### src/rtl/vga_timing_pkg.sv
// Default 640x480@60 raster timing constants
// and the coordinate type shared by the sync generator.
package vga_timing_pkg;

  typedef logic [9:0] coord_t;

  localparam int HD  = 640;
  localparam int HFP = 16;
  localparam int HSW = 96;
  localparam int HBP = 48;

  localparam int VD  = 480;
  localparam int VFP = 10;
  localparam int VSW = 2;
  localparam int VBP = 33;

  localparam int H_TOTAL = HD + HFP + HSW + HBP;
  localparam int V_TOTAL = VD + VFP + VSW + VBP;

  function automatic logic in_range(
    input coord_t v,
    input coord_t lo,
    input coord_t hi
  );
    return (v >= lo) && (v <= hi);
  endfunction

endpackage

### src/rtl/vga_sync_gen_if.sv
// Raster timing bundle from the sync generator
// to the monitor pins and the pixel pipeline.
interface vga_sync_gen_if;
  import vga_timing_pkg::*;

  logic   hsync;
  logic   vsync;
  logic   video_on;
  logic   p_tick;
  coord_t pixel_x;
  coord_t pixel_y;

  modport master (
    output hsync,
    output vsync,
    output video_on,
    output p_tick,
    output pixel_x,
    output pixel_y
  );

  modport slave (
    input hsync,
    input vsync,
    input video_on,
    input p_tick,
    input pixel_x,
    input pixel_y
  );

endinterface

### src/rtl/pixel_tick_div.sv
// Mod-DIV counter; p_tick marks the last clock
// of every DIV-clock pixel period.
module pixel_tick_div #(
  parameter int DIV = 2
) (
  input  logic clk,
  input  logic reset,
  output logic p_tick
);

  localparam int W = (DIV > 1) ? $clog2(DIV) : 1;
  localparam logic [W-1:0] LAST = W'(DIV - 1);

  logic [W-1:0] cnt;

  always_ff @(posedge clk) begin
    if (reset) begin
      cnt <= '0;
    end else if (cnt == LAST) begin
      cnt <= '0;
    end else begin
      cnt <= cnt + W'(1);
    end
  end

  assign p_tick = (cnt == LAST);

endmodule

### src/rtl/vga_sync_gen.sv
// VGA raster timing: pixel-rate enable, h/v position
// counters, registered active-low syncs, visible flag.
module vga_sync_gen
  import vga_timing_pkg::*;
#(
  parameter int DIV = 2,
  parameter int HD  = vga_timing_pkg::HD,
  parameter int HFP = vga_timing_pkg::HFP,
  parameter int HSW = vga_timing_pkg::HSW,
  parameter int HBP = vga_timing_pkg::HBP,
  parameter int VD  = vga_timing_pkg::VD,
  parameter int VFP = vga_timing_pkg::VFP,
  parameter int VSW = vga_timing_pkg::VSW,
  parameter int VBP = vga_timing_pkg::VBP
) (
  input  logic           clk,
  input  logic           reset,
  vga_sync_gen_if.master vga
);

  localparam int H_TOTAL = HD + HFP + HSW + HBP;
  localparam int V_TOTAL = VD + VFP + VSW + VBP;

  localparam coord_t H_VIS   = coord_t'(HD);
  localparam coord_t H_LAST  = coord_t'(H_TOTAL - 1);
  localparam coord_t HS_FROM = coord_t'(HD + HFP);
  localparam coord_t HS_TO   = coord_t'(HD + HFP + HSW - 1);

  localparam coord_t V_VIS   = coord_t'(VD);
  localparam coord_t V_LAST  = coord_t'(V_TOTAL - 1);
  localparam coord_t VS_FROM = coord_t'(VD + VFP);
  localparam coord_t VS_TO   = coord_t'(VD + VFP + VSW - 1);

  logic   p_tick;
  coord_t h_cnt;
  coord_t v_cnt;
  coord_t h_next;
  coord_t v_next;
  logic   hsync_q;
  logic   vsync_q;
  logic   h_end;
  logic   v_end;

  pixel_tick_div #(
    .DIV (DIV)
  ) u_div (
    .clk    (clk),
    .reset  (reset),
    .p_tick (p_tick)
  );

  assign h_end = (h_cnt == H_LAST);
  assign v_end = (v_cnt == V_LAST);

  always_comb begin
    h_next = h_cnt;
    v_next = v_cnt;
    if (p_tick) begin
      if (h_end) begin
        h_next = '0;
        v_next = v_end ? '0 : v_cnt + coord_t'(1);
      end else begin
        h_next = h_cnt + coord_t'(1);
      end
    end
  end

  // Syncs decode the next count so they change on the
  // same edge as the counters and never lag pixel_x.
  always_ff @(posedge clk) begin
    if (reset) begin
      h_cnt   <= '0;
      v_cnt   <= '0;
      hsync_q <= 1'b1;
      vsync_q <= 1'b1;
    end else begin
      h_cnt   <= h_next;
      v_cnt   <= v_next;
      hsync_q <= ~in_range(h_next, HS_FROM, HS_TO);
      vsync_q <= ~in_range(v_next, VS_FROM, VS_TO);
    end
  end

  assign vga.p_tick   = p_tick;
  assign vga.pixel_x  = h_cnt;
  assign vga.pixel_y  = v_cnt;
  assign vga.hsync    = hsync_q;
  assign vga.vsync    = vsync_q;
  assign vga.video_on = (h_cnt < H_VIS) && (v_cnt < V_VIS);

endmodule

### src/flat_wrapper.sv
// flat-port wrapper written by rule: the top's interface ports become plain ports
module vga_sync_gen_flat import vga_timing_pkg::*;
#(
  parameter int DIV = 2,
  parameter int HD  = vga_timing_pkg::HD,
  parameter int HFP = vga_timing_pkg::HFP,
  parameter int HSW = vga_timing_pkg::HSW,
  parameter int HBP = vga_timing_pkg::HBP,
  parameter int VD  = vga_timing_pkg::VD,
  parameter int VFP = vga_timing_pkg::VFP,
  parameter int VSW = vga_timing_pkg::VSW,
  parameter int VBP = vga_timing_pkg::VBP
)
  (clk, reset, vga_hsync, vga_vsync, vga_video_on, vga_p_tick, vga_pixel_x, vga_pixel_y);
  vga_sync_gen_if vga_i ();
  input  logic clk;
  input  logic reset;
  output wire logic [$bits(vga_i.hsync)-1:0] vga_hsync;
  output wire logic [$bits(vga_i.vsync)-1:0] vga_vsync;
  output wire logic [$bits(vga_i.video_on)-1:0] vga_video_on;
  output wire logic [$bits(vga_i.p_tick)-1:0] vga_p_tick;
  output wire logic [$bits(vga_i.pixel_x)-1:0] vga_pixel_x;
  output wire logic [$bits(vga_i.pixel_y)-1:0] vga_pixel_y;
  assign vga_hsync = vga_i.hsync;
  assign vga_vsync = vga_i.vsync;
  assign vga_video_on = vga_i.video_on;
  assign vga_p_tick = vga_i.p_tick;
  assign vga_pixel_x = vga_i.pixel_x;
  assign vga_pixel_y = vga_i.pixel_y;
  vga_sync_gen #(.DIV(DIV), .HD(HD), .HFP(HFP), .HSW(HSW), .HBP(HBP), .VD(VD), .VFP(VFP), .VSW(VSW), .VBP(VBP)) u_core (.clk(clk), .reset(reset), .vga(vga_i));
endmodule
### config.mk
export PLATFORM = sky130hd
export DESIGN_NAME = vga_sync_gen_flat
export DESIGN_NICKNAME = d
export VERILOG_FILES = /design/src/rtl/vga_timing_pkg.sv /design/src/rtl/vga_sync_gen_if.sv /design/src/rtl/pixel_tick_div.sv /design/src/rtl/vga_sync_gen.sv /design/src/flat_wrapper.sv
export SDC_FILE = /design/constraint.sdc
export NUM_CORES = 1
export LEC_CHECK = 0
export ABC_AREA = 0
export CORE_ASPECT_RATIO = 1.2
export CORE_MARGIN = 4
export CORE_UTILIZATION = 45
export DETAILED_ROUTE_END_ITERATION = 12
export PLACE_DENSITY = 0.7
export SETUP_SLACK_MARGIN = 0.2
export SYNTH_ARGS = -nofsm -noshare
export SYNTH_HDL_FRONTEND = slang
export SYNTH_SLANG_ARGS = --single-unit
export TNS_END_PERCENT = 20
### constraint.sdc
create_clock -name clk -period 1.8 [get_ports clk]
set_input_delay 0.27 -clock clk [delete_from_list [all_inputs] [get_ports clk]]
set_output_delay 0.27 -clock clk [all_outputs]
set_load 0.01 [all_outputs]
==> impl_summary.log <==
INFO  metric run_status = finished with violations
INFO  metric violations = setup timing
INFO  metric setup.worst_path.class = register to register
INFO  metric nFillCells = 257
INFO  metric crit_path_max_incr_delay = 0.49 ns
INFO  metric via_count = 1,485
INFO  metric detail_route.first_pass.iterations = 4
INFO  metric gp_routability_congestion = 0.882
INFO  metric timing.final.crit_share = 102%
INFO  metric drcViolationCount = 0
INFO  metric synth-seq-area-share = 33.5%
INFO  metric synth.yosys.warnings = 0
INFO  metric power.density_cell_area = 413 nW/µm²
INFO  metric critical_path_peak_fanout = 5
INFO  metric place_hpwl = 2760 µm
INFO  metric post_route_cells_drive_above_1_share = 32.1%
INFO  metric first_global_vias = 1,434
INFO  metric worst_slack = -0.0423 ns
INFO  metric highest-signal-layer = met4
INFO  metric routed_wirelength = 3950 µm
INFO  metric diodes = 0
INFO  metric setup.worst_path.end_class = register
INFO  metric setup_violations = 2
INFO  metric die_h = 68.5 µm
INFO  metric setup_repair_after_global_routing_missed_its_margin = true
INFO  metric final_max_slew_viol_count = 0
INFO  metric cts_made_buffers = 3
INFO  metric tritoncts_clock_tree = yes
INFO  metric finished_cell_area = 1990 µm²
INFO  metric synth_nets = 174
INFO  metric drv.max_cap_violation_count = 0
INFO  metric synth.top_cell.area_share = 33.5%
INFO  metric slew_headroom = 75.6%
INFO  metric final_util = 69.6%
INFO  metric final_net_count = 227
INFO  metric layout_min_cycle_time = 1.84 ns
INFO  metric synth.lib_cells_used.distinct = 43
INFO  metric start_kind = register
INFO  metric drt_iter0_markers = 49
INFO  metric fin_tns_setup = -0.0745 ns
INFO  metric post_place_instance_area = 1870 µm²
INFO  metric yosys.cell_count.top_type = sky130_fd_sc_hd__dfxtp_1
INFO  metric worstHoldPathType = register to register
INFO  metric chipWidth = 58.4 µm
INFO  metric worst-endpoint-arrival = 2.09 ns
INFO  metric detailroute.wirelength.met2 = 2030 µm
INFO  metric routed_vias_inst = 5.82
INFO  metric clkSlewWorstSetupHoldPaths = 0.13 ns
INFO  metric instance_count_of_the_mapped_netlist = 169
INFO  metric cts.hold.buffers_added = 0
INFO  metric synth.cells.most_frequent = 23 x sky130_fd_sc_hd__dfxtp_1, 21 x sky130_fd_sc_hd__nor2_1, 11 x sky130_fd_sc_hd__nand4_1
INFO  metric fin_skew = 0.00143 ns
INFO  metric total_power = 0.000824 W
INFO  metric max_freq = 543 MHz
INFO  metric clock_sinks = 23
INFO  metric io_pins = 26
INFO  metric clock_insertion_delay_worst_skew = 0.32 ns
INFO  metric met3RoutedLength = 183 µm
INFO  metric critPathTopFamily = simple AND/OR/NAND/NOR gates
INFO  metric critical_path.cell_chain = ha_4 > nand3b_1 > or3_4 > or4_4 > a221oi_2
INFO  metric critical_path_buf_inv_count = 0
INFO  metric ys_async_sr_fraction = 0%
INFO  metric io_buffer_count = 25
INFO  metric synthesis.area = 1370 µm²
INFO  metric worst_slew_pin_slew = 0.363 ns
INFO  metric number_of_antenna_violations_at_the_first_check_in_global_routing = 0
INFO  metric flops_latches_synth = 23
INFO  metric wire_per_inst = 15.5 µm
INFO  metric area_growth = 45.2%
INFO  metric cts_max_path_buffers = 2
INFO  metric grt_ovf = 0
INFO  metric netlist.top_cell.by_area = sky130_fd_sc_hd__dfxtp_1
INFO  metric htree_levels = 1
INFO  metric cts.root.buffer_cell = sky130_fd_sc_hd__clkbuf_4
INFO  metric floorplan.initialDensity = 47.9%
INFO  metric fp.coreArea = 2860 µm²
INFO  metric vdd.ir_drop.worst = 0.482 mV
INFO  metric netlist_top_cells_area = sky130_fd_sc_hd__dfxtp_1 34%, sky130_fd_sc_hd__nor2_1 5.7%, sky130_fd_sc_hd__nand4_1 5.0%
INFO  metric grt_max_degree = 15
INFO  metric die_area = 4000 µm²
INFO  metric global_route_wire_length_before_repair = 6390 µm
INFO  metric crit_required = 2.05 ns
INFO  metric finalHoldViolations = 0
INFO  metric crit_path_top_delay_cell = sky130_fd_sc_hd__or4_4
INFO  metric wirelength_met1 = 1640 µm
INFO  metric place_worst_setup_slack = -0.0673 ns
INFO  metric mean_cell_area_of_the_mapped_netlist = 8.12 µm²
INFO  metric synth_top_flop_cell = sky130_fd_sc_hd__dfxtp_1
INFO  metric remaining_number_of_nets_flagged_by_the_antenna_check_after_routing = 0
INFO  metric synth-edff-count = 0
INFO  metric grt.total_usage = 20.8%
INFO  metric p_leak = 0.850 nW
INFO  metric num_rows = 21
power by group:
group	switching (W)	leakage (nW)	internal, W
Sequential	0.00000470	0.194	0.000511
Clock	0.000165	0.0150	0.0000870
Combinational	0.0000270	0.640	0.0000291
per-layer routing:
metal	vias to the layer above	global-route usage (%)
met5	-	0
met4	0	11.3
met3	7	2.61
met2	40	38.0
met1	719	23.2
li1	719	-
sequential cells by signal, summed over array words and instances, names as in the netlist:
name                 count
u_core.vga.pixel_x      10
u_core.vga.vsync         1
u_core.vga.hsync         1
u_core.u_div.p_tick      1
u_core.vga.pixel_y      10
tightest hold or removal path, cell delays in order, from the launching register on:
cell	delay [ns]
sky130_fd_sc_hd__dfxtp_2	0.38
sky130_fd_sc_hd__xnor2_1	0.13
sky130_fd_sc_hd__nor2_1	0.04
through the flow:
step	hold WS, ns	instances
2_1_floorplan	0.329	169
3_3_place_gp	0.526	248
3_5_place_dp	0.537	248
4_1_cts	0.571	253
5_1_grt	0.591	255
6_report	0.580	255
area by class of cell:
type | instances | area (µm²) | area share, %
multi-input combinational | 129 | 916 | 46.0
clock buffer | 4 | 26.3 | 1.32
inverter | 5 | 18.8 | 0.942
tap | 34 | 42.5 | 2.13
sequential | 23 | 488 | 24.5
timing repair buffer | 60 | 502 | 25.2
logic make-up (layout without fill, tap and decap cells):
logic type,after synthesis,after routing,synth area share [%]
multiplexers,1,1,0.820
buffers and inverters,17,69,5.65
adder cells (fa/ha/maj),3,3,2.74
AO/OA/AOI/OAI,30,30,14.0
XOR/XNOR,13,13,8.30
AND/OR/NAND/NOR,82,82,34.9
flip-flops,23,23,33.5
cell usage in the layout (no fill, tap or decap), types with 3 or more instances in the layout:
cell type / instances
sky130_fd_sc_hd__o31ai_1: 3
sky130_fd_sc_hd__dfxtp_4: 4
sky130_fd_sc_hd__dfxtp_1: 9
sky130_fd_sc_hd__xor2_1: 7
sky130_fd_sc_hd__clkdlybuf4s50_1: 10
sky130_fd_sc_hd__clkbuf_4: 3
sky130_fd_sc_hd__nand3_1: 8
sky130_fd_sc_hd__and3_1: 3
sky130_fd_sc_hd__dfxtp_2: 10
sky130_fd_sc_hd__nor2_1: 21
sky130_fd_sc_hd__o21ai_0: 6
sky130_fd_sc_hd__nand2_1: 8
sky130_fd_sc_hd__dlygate4sd2_1: 13
sky130_fd_sc_hd__buf_4: 33
sky130_fd_sc_hd__nand4_1: 11
sky130_fd_sc_hd__inv_1: 4
sky130_fd_sc_hd__nand3b_1: 3
sky130_fd_sc_hd__or3_1: 3
sky130_fd_sc_hd__nor3_1: 4
sky130_fd_sc_hd__a21oi_1: 8
sky130_fd_sc_hd__xnor2_1: 6
final timing paths:
path	endpoint	slack, ns	from	cells past startpoint
worst max-delay path	u_core.vga.pixel_y[9]	-0.04	u_core.vga.pixel_x[1]	5
worst min-delay path	u_core.vga.pixel_x[7]	0.58	u_core.vga.pixel_x[7]	2
worst max register to register	u_core.vga.pixel_y[9]	-0.04	u_core.vga.pixel_x[1]	5
worst min register to register	u_core.vga.pixel_x[7]	0.58	u_core.vga.pixel_x[7]	2
what timing repair did:
item / in CTS / in global routing
setup endpoints to repair: 35 / 26
pin swaps: 11 / 5
gates resized for setup: 40 / 10
setup buffers: 1 / 2
No activity file was read; power rests on OpenSTA's default activity.
